==> config.mk <==
export PLATFORM = sky130hd
export DESIGN_NAME = sram_fifo_ctrl
export DESIGN_NICKNAME = d
export VERILOG_FILES = /design/src/rtl/sram_fifo_ctrl.sv
export SDC_FILE = /design/constraint.sdc
export NUM_CORES = 1
export LEC_CHECK = 0
export ABC_AREA = 1
export CAP_MARGIN = 30
export CORE_ASPECT_RATIO = 0.7
export CORE_UTILIZATION = 25
export CTS_CLUSTER_SIZE = 16
export DETAILED_ROUTE_END_ITERATION = 16
export GPL_ROUTABILITY_DRIVEN = 1
export PLACE_DENSITY_LB_ADDON = 0.15
export SLEW_MARGIN = 20
export SYNTH_ARGS = -nofsm -noshare
export SYNTH_HDL_FRONTEND = slang
export SYNTH_SLANG_ARGS = --single-unit
==> constraint.sdc <==
create_clock -name clk -period 3.05 [get_ports clk]
set_clock_uncertainty 0.15 [all_clocks]
set_input_delay 0.61 -clock clk [delete_from_list [all_inputs] [get_ports clk]]
set_output_delay 0.61 -clock clk [all_outputs]
set_load 0.01 [all_outputs]
==> src/rtl/sram_fifo_ctrl.sv <==
// Purpose: valid/ready streaming FIFO built on a single-port SRAM with 1-cycle registered read latency.
// Latency: push-to-pop on an empty FIFO is 3 cycles (write, read, capture); data always goes through the SRAM.
// Backpressure: in_ready_o drops when the SRAM is full or a starving read owns the port; output stalls hold a 2-entry buffer.
module sram_fifo_ctrl #(
    parameter int DATA_WIDTH = 32,
    parameter int ADDR_WIDTH = 4,
    parameter int SRAM_DEPTH = 16
) (
    input  logic                    clk,
    input  logic                    rst_n,
    input  logic                    in_valid_i,
    input  logic [DATA_WIDTH-1:0]   in_data_i,
    output logic                    in_ready_o,
    output logic                    out_valid_o,
    output logic [DATA_WIDTH-1:0]   out_data_o,
    input  logic                    out_ready_i,
    output logic [ADDR_WIDTH-1:0]   sram_addr_o,
    output logic [DATA_WIDTH-1:0]   sram_wdata_o,
    output logic                    sram_we_o,
    input  logic [DATA_WIDTH-1:0]   sram_rdata_i,
    output logic [ADDR_WIDTH+1:0]   count_o,
    output logic                    full_o,
    output logic                    empty_o
);

    localparam int CW = ADDR_WIDTH + 2;
    localparam logic [ADDR_WIDTH:0] DEPTH_C = (ADDR_WIDTH+1)'(SRAM_DEPTH);

    logic [ADDR_WIDTH-1:0] wptr_q, wptr_d;
    logic [ADDR_WIDTH-1:0] rptr_q, rptr_d;
    logic [ADDR_WIDTH:0]   sram_cnt_q, sram_cnt_d;
    logic                  rd_inflight_q, rd_inflight_d;
    logic [DATA_WIDTH-1:0] ob0_q, ob0_d;
    logic [DATA_WIDTH-1:0] ob1_q, ob1_d;
    logic [1:0]            ob_cnt_q, ob_cnt_d;
    logic                  out_valid_q;

    logic [1:0] occ;
    logic       sram_nonempty;
    logic       sram_full;
    logic       starving;
    logic       wr_en;
    logic       rd_en;
    logic       pop;
    logic       cap;

    // Words already committed to the output path (buffered or being read).
    assign occ           = ob_cnt_q + {1'b0, rd_inflight_q};
    assign sram_nonempty = (sram_cnt_q != '0);
    assign sram_full     = (sram_cnt_q == DEPTH_C);
    // An empty output path with data in the SRAM must read first, or output throughput collapses.
    assign starving      = (occ == 2'd0) && sram_nonempty;

    assign in_ready_o    = rst_n && !sram_full && !starving;
    assign wr_en         = in_valid_i && in_ready_o;
    // Reads are limited so the 2-entry buffer can always absorb every in-flight word.
    assign rd_en         = !wr_en && sram_nonempty && (occ < 2'd2);

    assign pop           = out_valid_q && out_ready_i;
    assign cap           = rd_inflight_q;

    assign sram_we_o     = wr_en;
    assign sram_addr_o   = wr_en ? wptr_q : rptr_q;
    assign sram_wdata_o  = in_data_i;

    assign out_valid_o   = out_valid_q;
    assign out_data_o    = ob0_q;

    assign count_o       = CW'(sram_cnt_q) + CW'(rd_inflight_q) + CW'(ob_cnt_q);
    assign full_o        = sram_full;
    assign empty_o       = (count_o == '0);

    // Pointer, SRAM occupancy and in-flight read bookkeeping.
    always_comb begin
        wptr_d        = wr_en ? (wptr_q + ADDR_WIDTH'(1)) : wptr_q;
        rptr_d        = rd_en ? (rptr_q + ADDR_WIDTH'(1)) : rptr_q;
        sram_cnt_d    = sram_cnt_q;
        if (wr_en) begin
            sram_cnt_d = sram_cnt_q + 1'b1;
        end else if (rd_en) begin
            sram_cnt_d = sram_cnt_q - 1'b1;
        end
        rd_inflight_d = rd_en;
    end

    // Output buffer: captured read data enters at the tail, pops shift the tail to the head.
    always_comb begin
        ob0_d    = ob0_q;
        ob1_d    = ob1_q;
        ob_cnt_d = ob_cnt_q;
        case ({pop, cap})
            2'b01: begin
                if (ob_cnt_q == 2'd0) begin
                    ob0_d = sram_rdata_i;
                end else begin
                    ob1_d = sram_rdata_i;
                end
                ob_cnt_d = ob_cnt_q + 2'd1;
            end
            2'b10: begin
                // Head keeps its last value when the buffer drains.
                if (ob_cnt_q == 2'd2) begin
                    ob0_d = ob1_q;
                end
                ob_cnt_d = ob_cnt_q - 2'd1;
            end
            2'b11: begin
                if (ob_cnt_q == 2'd1) begin
                    ob0_d = sram_rdata_i;
                end else begin
                    ob0_d = ob1_q;
                    ob1_d = sram_rdata_i;
                end
            end
            default: ;
        endcase
    end

    // State registers; reset drops any in-flight read so stale SRAM data is never captured.
    always_ff @(posedge clk or negedge rst_n) begin
        if (!rst_n) begin
            wptr_q        <= '0;
            rptr_q        <= '0;
            sram_cnt_q    <= '0;
            rd_inflight_q <= 1'b0;
            ob0_q         <= '0;
            ob1_q         <= '0;
            ob_cnt_q      <= 2'd0;
            out_valid_q   <= 1'b0;
        end else begin
            wptr_q        <= wptr_d;
            rptr_q        <= rptr_d;
            sram_cnt_q    <= sram_cnt_d;
            rd_inflight_q <= rd_inflight_d;
            ob0_q         <= ob0_d;
            ob1_q         <= ob1_d;
            ob_cnt_q      <= ob_cnt_d;
            out_valid_q   <= (ob_cnt_d != 2'd0);
        end
    end

endmodule
==> impl_metrics.tcl <==
set metrics [dict create \
    p_seq_frac 0.299 \
    dr.pass1.iters 4 \
    clock.fmax_mhz 329 \
    grt_max_degree 47 \
    p_comb_frac 0.534 \
    cp-start-kind "flop" \
    async_flop_share 1.00 \
    met1_usage 0.174 \
    worst_pin_slew_ps 768 \
    crit_arrival_ps 2280 \
    reg2regPathDepth 15 \
    cap_violations 0 \
    totalWireLength_um 9680 \
    cp_max_fo 2 \
    clkTransAtPathRegs_ps 60 \
    num_antenna_cells 0 \
    grt_pass1_wl_um 16200 \
    max_slew_margin 0.486 \
    place_ws_ps -126 \
    synth_top_area_share 0.472 \
    syn_nets 546 \
    area_growth_pct 29.6 \
    nNetsFinal 609 \
    swShare 0.382 \
    busiest_layer "met1" \
    use_met2 0.162 \
    synth_edf_count 0 \
    crit_required_ps 2290 \
    cts_sinks 81 \
    rsz0062_at_grt "yes" \
    io_pins 147 \
    fp.coreArea_um2 16500 \
    start_util 0.260 \
    drc 0 \
    period_needed_ps 3040 \
    clock_latency_ps 340 \
    netlist_instances 461 \
    synth-seq-cells 81 \
    avgSynthCellArea_um2 9.31 \
    yosys.area.top_type "dfrtp_1" \
    cts_buffer_depth 2 \
    period_share 0.995 \
    cts_buffers 9 \
    rows 39 \
    tritoncts "done" \
    hold_buffers 0 \
    status "finished clean" \
    grt_use_met3 0.0292 \
    place_congestion 0.750 \
    port_buffers 82 \
    critical_path_class "reg2out" \
    postCtsSetupRepairBufs 0 \
    final_cell_area_um2 5560 \
    fin_ws_ps 14.3 \
    die_h_um 112 \
    seq_area_frac_synth 0.472 \
    ir_worst_vdd_v 0.000535 \
    p_int_w 0.00404 \
    p_switching_w 0.00250 \
    dieArea_um2 17700 \
    vias 3151 \
    fillers 1702 \
    clock_power_share 0.167 \
    h-tree-depth 3 \
    worstSetupEndpointType "output port" \
    antenna_found_initial 0 \
    grt_overflow_total 0 \
    leakagePower_nw 2.55 \
    ys.flop_type "dfrtp_1" \
    wl_per_cell_um 12.8 \
    hpwl_um 6730 \
    drt_iter0_drc 139 \
    synth_area_leaders "dfrtp_1 (47%), o21ai_0 (11%), mux2_2 (8.4%)" \
    antenna_left 0 \
    synth_warnings 0 \
    hold_ws_ps 211 \
    placed_cell_area_um2 5240 \
    track_usage 0.119 \
    drive_gt1_frac 0.166 \
    cts-root-buf "clkbuf_16" \
    synthDistinctLibCells 31 \
    synthesis.area_um2 4290 \
    synth.most_common_cell "o21ai_0" \
    p_per_area_nw_per_um2 1180 \
    die_w_um 159 \
    fin_util 0.336 \
    grt_pass1_vias 3130 \
    setup_viol_count_final 0 \
    synth_commonest_cells "o21ai_0 (97), dfrtp_1 (81), nand2_1 (76)" \
    hold_class "in2async" \
    drt-vias-per-instance 4.18 \
    slew_viol_final 0 \
    finalHoldViolCount 0 \
]
==> routing by layer <==
layer  vias up  routed length, um
met5         -                  0
met4         0                175
met2        82               3920
met1      1457               5090
li1       1587                  -
met3        25                491
==> placed cells by master (no fill, tap or decap), drive strengths merged, types with 2 or more instances in the layout <==
cell,instances
clkbuf,10
dlygate4sd2,5
o21ai,107
dlymetal6s2s,2
o211ai,2
clkinv,2
nand2,78
fa,3
inv,60
buf,22
nor2,9
clkinvlp,2
xor2,8
ha,14
clkdlybuf4s50,73
nand3,9
dfrtp,81
mux2,32
==> critical path: stages, from the launching register on <==
cell and delay [ps]:
dfrtp_1 340, inv_1 70, fa_2 420, fa_2 400, nor2_2 150, xor2_2 170
buf_4 120, dlygate4sd2_1 250
==> final timing paths <==
kind	from	to	slack, ps
max	sram_cnt_q[0]	count_o[4]	10
min	rst_n	rptr_q[0]	210
max reg2reg	ob_cnt_q[0]	sram_cnt_q[4]	410
min reg2reg	wptr_q[3]	wptr_q[3]	320
max in group asynchronous	rst_n	ob1_q[26]	1520
min in group clk	wptr_q[3]	wptr_q[3]	320
==> power by group through the flow <==
| stage | Sequential [W] | Combinational, W | Clock [W] |
|---|---|---|---|
| after floorplan | 0.00203 | 0.00208 | 0 |
| after global placement | 0.00195 | 0.00351 | 0 |
| after detailed placement | 0.00197 | 0.00354 | 0 |
| after CTS | 0.00195 | 0.00353 | 0.00114 |
| after global routing | 0.00203 | 0.00393 | 0.00119 |
| final | 0.00196 | 0.00349 | 0.00109 |
==> cell type report <==
cell class	count	area (um2)	share of cell area
Sequential cell	81	2030	0.364
Multi-Input combinational cell	271	1750	0.314
Timing Repair Buffer	102	987	0.178
Tap cell	225	282	0.0506
Clock buffer	10	229	0.0412
Inverter	59	224	0.0403
Clock inverter	6	67.6	0.0121
==> sequential cells by signal, summed over array words and instances, names as in the netlist <==
name / flops
cap: 1
ob1_q: 32
ob_cnt_q: 2
out_data_o: 32
out_valid_o: 1
rptr_q: 4
sram_cnt_q: 5
wptr_q: 4
==> through the flow <==
step                      power, W  cells  setup TNS, ps
after detailed placement   0.00551    738           -126
after floorplan            0.00411    461              0
after CTS                  0.00662    754              0
after global placement     0.00546    738           -111
final                      0.00654    754              0
after global routing       0.00715    754           -242
==> logic make-up after synthesis <==
logic type                 after synthesis  synth area share
xor gates and xnor gates                 9            0.0184
muxes                                   32            0.0839
AOI/OAI and AO/OA                      113             0.139
and+or+nand+nor                        100            0.0994
buffers and inverters                  109             0.132
DFF                                     81             0.472
adders and majority gates               17            0.0548
==> what timing repair did <==
item | CTS | global route
endpoints found under the setup margin | 8 | 6
pin swaps | 0 | 4
gates resized for setup | 13 | 8
(Power assumes the default switching activity.)
